### src/rtl/wifi_tx_interleaver_param_if.sv
// Serial bit-stream bundle between the coded-bit source and the 802.11a TX interleaver.
// The master side drives coded bits and the mode select; the slave side returns interleaved bits.
interface wifi_tx_interleaver_param_if;
    logic       enable;
    logic       valid_in;
    logic       data_in;
    logic [1:0] mod_sel;
    logic       valid_out;
    logic       data_out;
    logic       finished;

    modport master (
        output enable, valid_in, data_in, mod_sel,
        input  valid_out, data_out, finished
    );

    modport slave (
        input  enable, valid_in, data_in, mod_sel,
        output valid_out, data_out, finished
    );
endinterface

### src/rtl/wifi_tx_interleaver_param.sv
// 802.11a/g block interleaver: ping-pong bit banks written at permuted addresses j(k)
// and read back sequentially, one bit per enabled cycle, with per-symbol NBPSC.
module wifi_tx_interleaver_param #(
    parameter int MAX_NBPSC = 6
) (
    input  logic                         clk,
    input  logic                         reset,
    wifi_tx_interleaver_param_if.slave   bus
);
    localparam int DEPTH = 48 * MAX_NBPSC;
    localparam int AW    = $clog2(DEPTH);

    typedef enum logic [1:0] {IDLE, READ, LAST} rd_state_t;

    function automatic logic [2:0] sel_nbpsc(input logic [1:0] m);
        logic [2:0] nb;
        case (m)
            2'd0:    nb = 3'd1;
            2'd1:    nb = 3'd2;
            2'd2:    nb = 3'd4;
            default: nb = 3'd6;
        endcase
        if (int'(nb) > MAX_NBPSC) nb = 3'(MAX_NBPSC);
        return nb;
    endfunction

    function automatic logic [1:0] s_of(input logic [2:0] nb);
        case (nb)
            3'd4:    return 2'd2;
            3'd6:    return 2'd3;
            default: return 2'd1;
        endcase
    endfunction

    logic            mem_q [2][DEPTH];
    logic [3:0]      col_q;
    logic [4:0]      row_q;
    logic [1:0]      col_m3_q, row_m3_q;
    logic [AW-1:0]   base_q;
    logic [2:0]      wr_nbpsc_q;
    logic            wr_bank_q;
    logic [2:0]      bank_nb_q [2];
    logic [1:0]      bank_full_q, bank_full_d;
    rd_state_t       state_q;
    logic            rd_bank_q;
    logic [AW-1:0]   rd_addr_q;
    logic            valid_out_q, data_out_q, finished_q;

    logic            accept, first, last_bit;
    logic [2:0]      nb_cur;
    logic [4:0]      rpc;
    logic [1:0]      s, rm, cm, off;
    logic [AW-1:0]   wr_addr;
    logic [2:0]      rd_nb;
    logic [9:0]      rd_ncbps;

    assign accept   = bus.enable & bus.valid_in;
    assign first    = (col_q == 4'd0) && (row_q == 5'd0);
    assign nb_cur   = first ? sel_nbpsc(bus.mod_sel) : wr_nbpsc_q;
    assign rpc      = 5'({nb_cur, 1'b0}) + 5'(nb_cur);
    assign last_bit = (col_q == 4'd15) && (row_q == rpc - 5'd1);
    assign s        = s_of(nb_cur);

    // base_q is a multiple of s, so i mod s == row mod s and (i - col) mod s == (row - col) mod s.
    assign rm      = (s == 2'd3) ? row_m3_q : (s == 2'd2) ? {1'b0, row_q[0]} : 2'd0;
    assign cm      = (s == 2'd3) ? col_m3_q : (s == 2'd2) ? {1'b0, col_q[0]} : 2'd0;
    assign off     = (rm >= cm) ? (rm - cm) : (rm + s - cm);
    assign wr_addr = base_q + AW'(row_q) - AW'(rm) + AW'(off);

    assign rd_nb    = bank_nb_q[rd_bank_q];
    assign rd_ncbps = 10'({rd_nb, 5'b0}) + 10'({rd_nb, 4'b0});

    always_comb begin
        bank_full_d = bank_full_q;
        if (bus.enable && state_q == LAST) bank_full_d[rd_bank_q] = 1'b0;
        if (accept && last_bit)            bank_full_d[wr_bank_q] = 1'b1;
    end

    always_ff @(posedge clk) begin
        if (accept) mem_q[wr_bank_q][wr_addr] <= bus.data_in;
    end

    always_ff @(posedge clk) begin
        if (reset) begin
            col_q        <= '0;
            row_q        <= '0;
            col_m3_q     <= '0;
            row_m3_q     <= '0;
            base_q       <= '0;
            wr_nbpsc_q   <= '0;
            wr_bank_q    <= 1'b0;
            bank_nb_q[0] <= '0;
            bank_nb_q[1] <= '0;
            bank_full_q  <= '0;
        end else begin
            bank_full_q <= bank_full_d;
            if (accept) begin
                if (first) wr_nbpsc_q <= nb_cur;
                if (last_bit) begin
                    col_q                <= '0;
                    row_q                <= '0;
                    col_m3_q             <= '0;
                    row_m3_q             <= '0;
                    base_q               <= '0;
                    wr_bank_q            <= ~wr_bank_q;
                    bank_nb_q[wr_bank_q] <= nb_cur;
                end else if (col_q == 4'd15) begin
                    col_q    <= '0;
                    col_m3_q <= '0;
                    base_q   <= '0;
                    row_q    <= row_q + 5'd1;
                    row_m3_q <= (row_m3_q == 2'd2) ? 2'd0 : row_m3_q + 2'd1;
                end else begin
                    col_q    <= col_q + 4'd1;
                    col_m3_q <= (col_m3_q == 2'd2) ? 2'd0 : col_m3_q + 2'd1;
                    base_q   <= base_q + AW'(rpc);
                end
            end
        end
    end

    // Reader: LAST emits the final bit and hands straight over to the other bank when it is full.
    always_ff @(posedge clk) begin
        if (reset) begin
            state_q     <= IDLE;
            rd_bank_q   <= 1'b0;
            rd_addr_q   <= '0;
            valid_out_q <= 1'b0;
            data_out_q  <= 1'b0;
            finished_q  <= 1'b0;
        end else if (!bus.enable) begin
            valid_out_q <= 1'b0;
            finished_q  <= 1'b0;
        end else begin
            case (state_q)
                IDLE: begin
                    valid_out_q <= 1'b0;
                    finished_q  <= 1'b0;
                    if (bank_full_q[rd_bank_q]) begin
                        state_q   <= READ;
                        rd_addr_q <= '0;
                    end
                end
                READ: begin
                    valid_out_q <= 1'b1;
                    finished_q  <= 1'b0;
                    data_out_q  <= mem_q[rd_bank_q][rd_addr_q];
                    rd_addr_q   <= rd_addr_q + AW'(1);
                    if (10'(rd_addr_q) == rd_ncbps - 10'd2) state_q <= LAST;
                end
                LAST: begin
                    valid_out_q <= 1'b1;
                    finished_q  <= 1'b1;
                    data_out_q  <= mem_q[rd_bank_q][rd_addr_q];
                    rd_addr_q   <= '0;
                    rd_bank_q   <= ~rd_bank_q;
                    state_q     <= bank_full_q[~rd_bank_q] ? READ : IDLE;
                end
                default: state_q <= IDLE;
            endcase
        end
    end

    assign bus.valid_out = valid_out_q;
    assign bus.data_out  = data_out_q;
    assign bus.finished  = finished_q;

    // Writing into a bank the reader has not yet released would corrupt an unread symbol.
    assert property (@(posedge clk) disable iff (reset) !(accept && bank_full_q[wr_bank_q]));

endmodule

### src/flat_wrapper.sv
// flat-port wrapper written by rule: the top's interface ports become plain ports
module wifi_tx_interleaver_param_flat 
#(
    parameter int MAX_NBPSC = 6
)
  (clk, reset, bus_enable, bus_valid_in, bus_data_in, bus_mod_sel, bus_valid_out, bus_data_out, bus_finished);
  wifi_tx_interleaver_param_if bus_i ();
  input  logic clk;
  input  logic reset;
  input wire logic [$bits(bus_i.enable)-1:0] bus_enable;
  input wire logic [$bits(bus_i.valid_in)-1:0] bus_valid_in;
  input wire logic [$bits(bus_i.data_in)-1:0] bus_data_in;
  input wire logic [$bits(bus_i.mod_sel)-1:0] bus_mod_sel;
  output wire logic [$bits(bus_i.valid_out)-1:0] bus_valid_out;
  output wire logic [$bits(bus_i.data_out)-1:0] bus_data_out;
  output wire logic [$bits(bus_i.finished)-1:0] bus_finished;
  assign bus_i.enable = bus_enable;
  assign bus_i.valid_in = bus_valid_in;
  assign bus_i.data_in = bus_data_in;
  assign bus_i.mod_sel = bus_mod_sel;
  assign bus_valid_out = bus_i.valid_out;
  assign bus_data_out = bus_i.data_out;
  assign bus_finished = bus_i.finished;
  wifi_tx_interleaver_param #(.MAX_NBPSC(MAX_NBPSC)) u_core (.clk(clk), .reset(reset), .bus(bus_i));
endmodule
### config.mk
export PLATFORM = sky130hd
export DESIGN_NAME = wifi_tx_interleaver_param_flat
export DESIGN_NICKNAME = d
export VERILOG_FILES = /design/src/rtl/wifi_tx_interleaver_param_if.sv /design/src/rtl/wifi_tx_interleaver_param.sv /design/src/flat_wrapper.sv
export SDC_FILE = /design/constraint.sdc
export NUM_CORES = 1
export LEC_CHECK = 0
export BUFFER_PORTS_ARGS = -buffer_cell sky130_fd_sc_hd__buf_4
export CAP_MARGIN = 20
export CORE_MARGIN = 5
export CORE_UTILIZATION = 55
export CTS_CLUSTER_SIZE = 10
export DETAILED_ROUTE_END_ITERATION = 16
export PLACE_DENSITY = 0.67
export SKIP_LAST_GASP = 1
export SYNTH_ARGS = -nofsm -noshare
export SYNTH_HDL_FRONTEND = slang
export SYNTH_SLANG_ARGS = --single-unit
### constraint.sdc
create_clock -name clk -period 13.3 [get_ports clk]
set_input_delay 1.33 -clock clk [delete_from_list [all_inputs] [get_ports clk]]
set_output_delay 1.33 -clock clk [all_outputs]
set_load 0.02 [all_outputs]
Word level (Yosys, flattened, before mapping)
Memories as Yosys holds them, arrays and structs flattened. A register that Yosys moved wholly into a read port is not among the register bits.
Index checks and enable logic that the tools add are counted.

word-level totals
  register bits after elaboration = 43
  memory bits (writable) = 582
  bits of input ports = 7
  output and inout port bits = 3
  logic and storage cells = 151
  memories = 2

memories
  name              depth  width  rd ports  clocked after Yosys merged registers in  wr ports  line                             source
  u_core.mem_q      2      288    1         1                                        1         wifi_tx_interleaver_param.sv:35  logic mem_q [2][DEPTH];
  u_core.bank_nb_q  2      3      1         1                                        2         wifi_tx_interleaver_param.sv:42  logic [2:0] bank_nb_q [2];

cells by class
  add/subtract/negate cells = 16
  $lt $le $gt $ge = 10
  equality and inequality tests = 15
  multiplexer cells = 59
  bitwise gates (word level) = 9
  reductions and logical operators = 26

operators with widths
  cell                   number
  $mux 288               1
  $mux 9                 3
  $pmux 9 s3             1
  $mux 2                 13
  $mux 1                 25
  $ge 10x10->1 const B   2
  $not 9->10             2
  $add 9x5->9            2
  $eq 2x2->1 const B     6
  $eq 9x10->1            1
  $lt 10x1->1 const B    1
  $mux 5                 2
  $reduce_and 2->1       5
  $sub 10x2->10 const B  1
  $add 8x7->9            1
  $add 9x1->9 const B    1
  $add 9x2->9            1
  $bmux 1 s9             1
  $demux 1 s9            1
  $mux 3                 3
  $pmux 3 s3             1
  $sub 9x2->9            1
  $mux 4                 2
  $logic_and 1x1->1      7
  33 further kinds       51

Logic depth before layout (Yosys ltp)
  word-level depth = 20
  gate-level depth with buffers = 35
  depth with buffers taken out = 33

Worst setup path after synthesis
No wires, ideal clock.

  path type = input -> register
  from = input bus_mod_sel[0]
  to = memory u_core.mem_q[1][263] (netlist bit), enable pin
  library setup time = 0.312 ns
  arrival = 6.862 ns
  required time = 12.988 ns
  path slack = 6.126 ns
  stages = 32
  path buffers = 2
  cells stage by stage = nor2_1 and3_1 nor2_1 ha_1 nor2b_1 nor2_1 a21oi_1 nor2b_1 ha_1 inv_1 ha_1 xor2_1 xnor2_1 nand3b_1 o21ai_0 a22oi_1 fa_1 inv_1 fa_1 inv_1 ha_1 fa_1 a21oi_1 nor2_1 nor2_1 o21bai_1 a21oi_1 xor2_1 nand2_1 clkbuf_1 buf_1 nor3_1

between the ends
  longest elaborated chain between the ends = 20
  elaborated cells on any way between the ends = 30
  classes of those cells = add/sub (5); order compare (4); eq/ne (6); mux (12); bitwise (1); reduce/logical (2)

ends and longest elaborated chain
  what                                                                      line                                                              source
  start, declared                                                           flat_wrapper.sv:13                                                input wire logic [$bits(bus_i.mod_sel)-1:0] bus_mod_sel;
  $eq 2x2->1 (tied with other cells)                                        wifi_tx_interleaver_param.sv:17                                   case (m)
  $pmux 3 s3 (*)                                                            wifi_tx_interleaver_param.sv:17
  $gt 3x3->1                                                                wifi_tx_interleaver_param.sv:23                                   if (int'(nb) > MAX_NBPSC) nb = 3'(MAX_NBPSC);
  $mux 3 (*)                                                                wifi_tx_interleaver_param.sv:23
  $mux 3 (*)                                                                wifi_tx_interleaver_param.sv:59                                   assign nb_cur = first ? sel_nbpsc(bus.mod_sel) : wr_nbpsc_q;
  $eq 3x3->1                                                                wifi_tx_interleaver_param.sv:28                                   case (nb)
  $pmux 2 s2 (*)                                                            wifi_tx_interleaver_param.sv:28
  $eq 2x2->1                                                                wifi_tx_interleaver_param.sv:65, wifi_tx_interleaver_param.sv:66
  [... 4 more ...]                                                          n/a
  $mux 2                                                                    wifi_tx_interleaver_param.sv:67                                   assign off = (rm >= cm) ? (rm - cm) : (rm + s - cm);
  $add 9x2->9 (*)                                                           wifi_tx_interleaver_param.sv:68                                   assign wr_addr = base_q + AW'(row_q) - AW'(rm) + AW'(off);
  $not 9->10 (not written as such) (*)                                      wifi_tx_interleaver_param.sv:80                                   if (accept) mem_q[wr_bank_q][wr_addr] <= bus.data_in;
  $ge 10x10->1 (not written as such) / $lt 10x1->1 (equally long branches)  wifi_tx_interleaver_param.sv:80
  $logic_and 1x1->1 (not written as such)                                   wifi_tx_interleaver_param.sv:80
  $mux 1 (not written as such)                                              wifi_tx_interleaver_param.sv:80
  $demux 1 s9 (*)                                                           wifi_tx_interleaver_param.sv:80
  $mux 288 (not written as such) (*)                                        wifi_tx_interleaver_param.sv:80
  end, declared                                                             wifi_tx_interleaver_param.sv:35

Mark *: on every way between the ends. The rest lies on a longest branch, timed or not.

Worst setup path in the final report
  from = register u_core.row_q[0]
  to = memory u_core.mem_q[1][110] (netlist bit), enable pin

between the ends
  longest elaborated chain between the ends = 18
  elaborated cells on any way between the ends = 27
  classes of those cells = add/sub (6); order compare (3); eq/ne (4); mux (10); bitwise (1); reduce/logical (3)

ends and longest elaborated chain
  what                                                                      line                                                              source
  start, declared                                                           wifi_tx_interleaver_param.sv:37                                   logic [4:0] row_q;
  start signal, assigned                                                    wifi_tx_interleaver_param.sv:111                                  row_q <= row_q + 5'd1;
  $logic_not 5->1                                                           wifi_tx_interleaver_param.sv:58                                   assign first = (col_q == 4'd0) && (row_q == 5'd0);
  $logic_and 1x1->1                                                         wifi_tx_interleaver_param.sv:58
  $mux 3                                                                    wifi_tx_interleaver_param.sv:59
  $eq 3x3->1                                                                wifi_tx_interleaver_param.sv:28
  $pmux 2 s2                                                                wifi_tx_interleaver_param.sv:28
  $eq 2x2->1                                                                wifi_tx_interleaver_param.sv:65, wifi_tx_interleaver_param.sv:66
  $mux 1                                                                    wifi_tx_interleaver_param.sv:65                                   assign rm = (s == 2'd3) ? row_m3_q : (s == 2'd2) ? {1'b0, row_q[0]} : 2'd0;
  $mux 2                                                                    wifi_tx_interleaver_param.sv:65
  [... 2 more ...]                                                          n/a
  $mux 2                                                                    wifi_tx_interleaver_param.sv:67
  $add 9x2->9 (*)                                                           wifi_tx_interleaver_param.sv:68
  $not 9->10 (not written as such) (*)                                      wifi_tx_interleaver_param.sv:80
  $ge 10x10->1 (not written as such) / $lt 10x1->1 (equally long branches)  wifi_tx_interleaver_param.sv:80
  $logic_and 1x1->1 (not written as such)                                   wifi_tx_interleaver_param.sv:80
  $mux 1 (not written as such)                                              wifi_tx_interleaver_param.sv:80
  $demux 1 s9 (*)                                                           wifi_tx_interleaver_param.sv:80
  $mux 288 (not written as such) (*)                                        wifi_tx_interleaver_param.sv:80

Marked as above.

==> flow_summary.yaml <==
run_status:
  outcome: "finished clean"
grt:
  grt.overflow.total: 0
  grt_pass1_vias: 19700
  grt_pass1_wl_um: 120000
  grt_max_degree: 275
  antenna_found_initial: 0
  grt_usage_pct: 25.8
final_layout:
  drive_above_1_share_pct: 11.5
  syn_to_final_growth_pct: 8.15
  diodes: 0
  fin_nets: 2311
place:
  io_buffers: 9
  dp_hpwl_um: 46500
  gp_congestion: 0.919
clock_tree:
  cts_resized: 0
  cts_root_buffer: "clkbuf_16"
  cts_buffers: 73
  clk_pin_slew_ns: 0.06
  cts.hold.buffers_added: 0
  htreeDepth: 3
  tritoncts: "yes"
  insertion_delay_ns: 0.62
  cts_num_sinks: 626
  post_cts_buffers: 0
  cts.path.max_buffers: 3
yosys:
  syn_avg_cell_area_um2: 12.8
  syn_area_mm2: 0.0302
  synth.yosys.warnings: 0
  synthTopCellsByCount: "edfxtp_1 (582), nor3_1 (333), nor4_1 (257)"
  ys_seq_area_share_pct: 60.8
  synth_edf_count: 582
  yosysUniqueCellTypes: 61
  async_flop_share_pct: 0
  ys_ff_latch: 626
  synth_area_leaders: "edfxtp_1 (58%), mux4_2 (7.6%), nor3_1 (5.5%)"
  synth_area_leader_cell: "edfxtp_1"
  synth_top_area_share_pct: 57.9
  synth_fp_nets: 2423
  yosysMostFrequentCell: "edfxtp_1"
  synth_ff_type: "edfxtp_1"
  synthCells: 2359
setup_path:
  reg2reg_to: "u_core.mem_q[1][110]$_DFFE_PP_"
  max_stage_delay_ns: 0.74
  cp_max_fo: 274
  cp-start-kind: "flip-flop"
  arrival_ns: 9.19
  required_ns: 13.60
  r2r_slack_ns: 4.41
  slowest_stage: "buf_12"
  worstSetupEndpointType: "flip-flop"
  r2r_start: "u_core.row_q[0]$_SDFFE_PP0P_"
  crit_type: "flip-flop to flip-flop"
  r2r_cells: 33
  crit_top_cell: "ha_1"
floorplan:
  ios: 10
  core_region_area_mm2: 0.0541
  rows: 85
  die_x_um: 244
  die_height_um: 244
  die_area_mm2: 0.0597
  start_util_pct: 55.8
timing:
  tns_ns: 0
  maxSlewViolCount: 0
  hold_viol_final: 0
  finalSetupViolations: 0
  worst_pin_slew_ns: 1.25
  fin_crit_ns: 8.89
  fin_crit_sh_pct: 66.8
  rsz0062_at_grt: "false"
  max_slew_margin_pct: 16.4
  skew_ns: 0.0170
  fmax_ghz: 0.113
  whs_ns: 0.493
power:
  ir_drop_mv: 0.263
  power_density_mw_per_mm2: 158
  p_leak_nw: 9.33
detailed_routing:
  num_vias: 20300
  drt_iter0_markers: 2600
  wl_um: 78100
  drc: 0
  firstDrtPassIters: 6
  postRouteAntennaNets: 0
  wire_per_inst_um: 26.3
  viasPerCell: 6.86
job:
  drv_cap: 0
min_path:
  hp-start: "u_core.col_q[1]$_SDFFE_PP0P_"
  hold_path_end: "u_core.col_q[1]$_SDFFE_PP0P_"
  holdPathStages: 2
  hold_class: "flip-flop to flip-flop"
[flip-flops by register name, summed over array words and instances (netlist names), named ones only]
| signal | cells |
|---|---|
| u_core.row_m3_q | 2 |
| u_core.bus.data_out | 1 |
| u_core.row_q | 5 |
| u_core.mem_q | 576 |
| u_core.base_q | 9 |
| u_core.rd_bank_q | 1 |
| u_core.rd_addr_q | 9 |
| u_core.col_q | 4 |
| u_core.state_q | 2 |
| u_core.col_m3_q | 2 |
| u_core.wr_bank_q | 1 |
| u_core.bus.valid_out | 1 |
| u_core.bus.finished | 1 |
| u_core.bank_full_q | 2 |
| u_core.bank_nb_q | 6 |
| u_core.wr_nbpsc_q | 3 |
[worst max-delay path by stage]
stage | slack [ns] | cells past startpoint | start | to
after floorplan | 6.13 | 32 | bus_mod_sel[0] | u_core.mem_q[1][263]$_DFFE_PP_
after global placement | 4.15 | 32 | bus_mod_sel[0] | u_core.mem_q[1][110]$_DFFE_PP_
after detailed placement | 4.02 | 31 | bus_mod_sel[0] | u_core.mem_q[1][110]$_DFFE_PP_
after CTS | 4.42 | 33 | u_core.row_q[0]$_SDFFE_PP0P_ | u_core.mem_q[1][110]$_DFFE_PP_
after global routing | 3.57 | 32 | u_core.row_q[0]$_SDFFE_PP0P_ | u_core.mem_q[0][75]$_DFFE_PP_
final | 4.41 | 33 | u_core.row_q[0]$_SDFFE_PP0P_ | u_core.mem_q[1][110]$_DFFE_PP_
[stage by stage]
step | total power [mW] | cell area [um2] | utilization, % | instances | setup slack [ns]
floorplan | 3.07 | 30200 | - | 2359 | 6.13
global placement | 3.35 | 30600 | 56.6 | 2865 | 4.15
detailed placement | 3.38 | 30600 | 56.6 | 2866 | 4.02
CTS | 5.13 | 32600 | 60.3 | 2964 | 4.42
global route | 5.34 | 32700 | 60.3 | 2966 | 3.57
finish | 5.16 | 32700 | 60.3 | 2966 | 4.41
[cell families after synthesis]
group / synth area share (%)
buffers and inverters: 3.77
XOR/XNOR: 1.33
AND/OR/NAND/NOR: 15.8
multiplexers: 11.6
AO/OA/AOI/OAI: 4.17
adder cells (fa/ha/maj): 2.56
flip-flops: 60.8
[layer usage]
layer | vias to the layer above | share of wire [%] | routed length [um] | track usage (%)
met5 | - | 0 | 0 | 0
met4 | 0 | 3.0 | 2300 | 8.25
met1 | 10200 | 40 | 31300 | 36.7
met3 | 179 | 9.4 | 7340 | 5.22
met2 | 1001 | 48 | 37100 | 40.6
li1 | 8989 | - | - | -
[where the power goes]
| part | total, mW | internal (mW) | switching (mW) |
|---|---|---|---|
| clock network | 1.77 | 1.00 | 0.765 |
| registers | 2.16 | 2.16 | 0.00272 |
| logic | 1.23 | 0.152 | 1.08 |
[cell usage in the layout, fill, tap and decap left out, types with 6 or more instances in the layout]
cell / instances
o221ai_1: 18
nor3_1: 333
clkbuf_1: 14
ha_1: 49
fa_1: 8
mux4_2: 102
inv_1: 50
edfxtp_1: 582
nor2_1: 99
dfxtp_1: 40
nand3_1: 23
nand2_1: 168
nor4_1: 257
xnor2_1: 27
o22ai_1: 16
nor2b_1: 14
a221oi_1: 7
buf_4: 40
a21oi_1: 45
nand4_1: 7
mux2i_1: 114
xor2_1: 14
a22oi_1: 16
a211oi_1: 24
clkbuf_16: 74
a31oi_1: 6
o21ai_0: 23
mux2_2: 6
[cell type report]
class / count / area [um2]
Fill cell: 4215 / 21500
Timing Repair Buffer: 48 / 448
Inverter: 51 / 191
Tap cell: 696 / 871
Clock inverter: 10 / 92.6
Clock buffer: 88 / 1900
Multi-Input combinational cell: 1447 / 10800
Sequential cell: 626 / 18400
[critical path, delay by kind of cell (launching register included)]
family	cells	cell delay, ns
AOI/OAI and AO/OA	9	1.77
xor gates and xnor gates	3	0.53
adders and majority gates	7	2.11
buffers and inverters	6	1.52
DFF	1	0.55
and+or+nand+nor	8	1.63
Power figures use the tool's default switching activity.
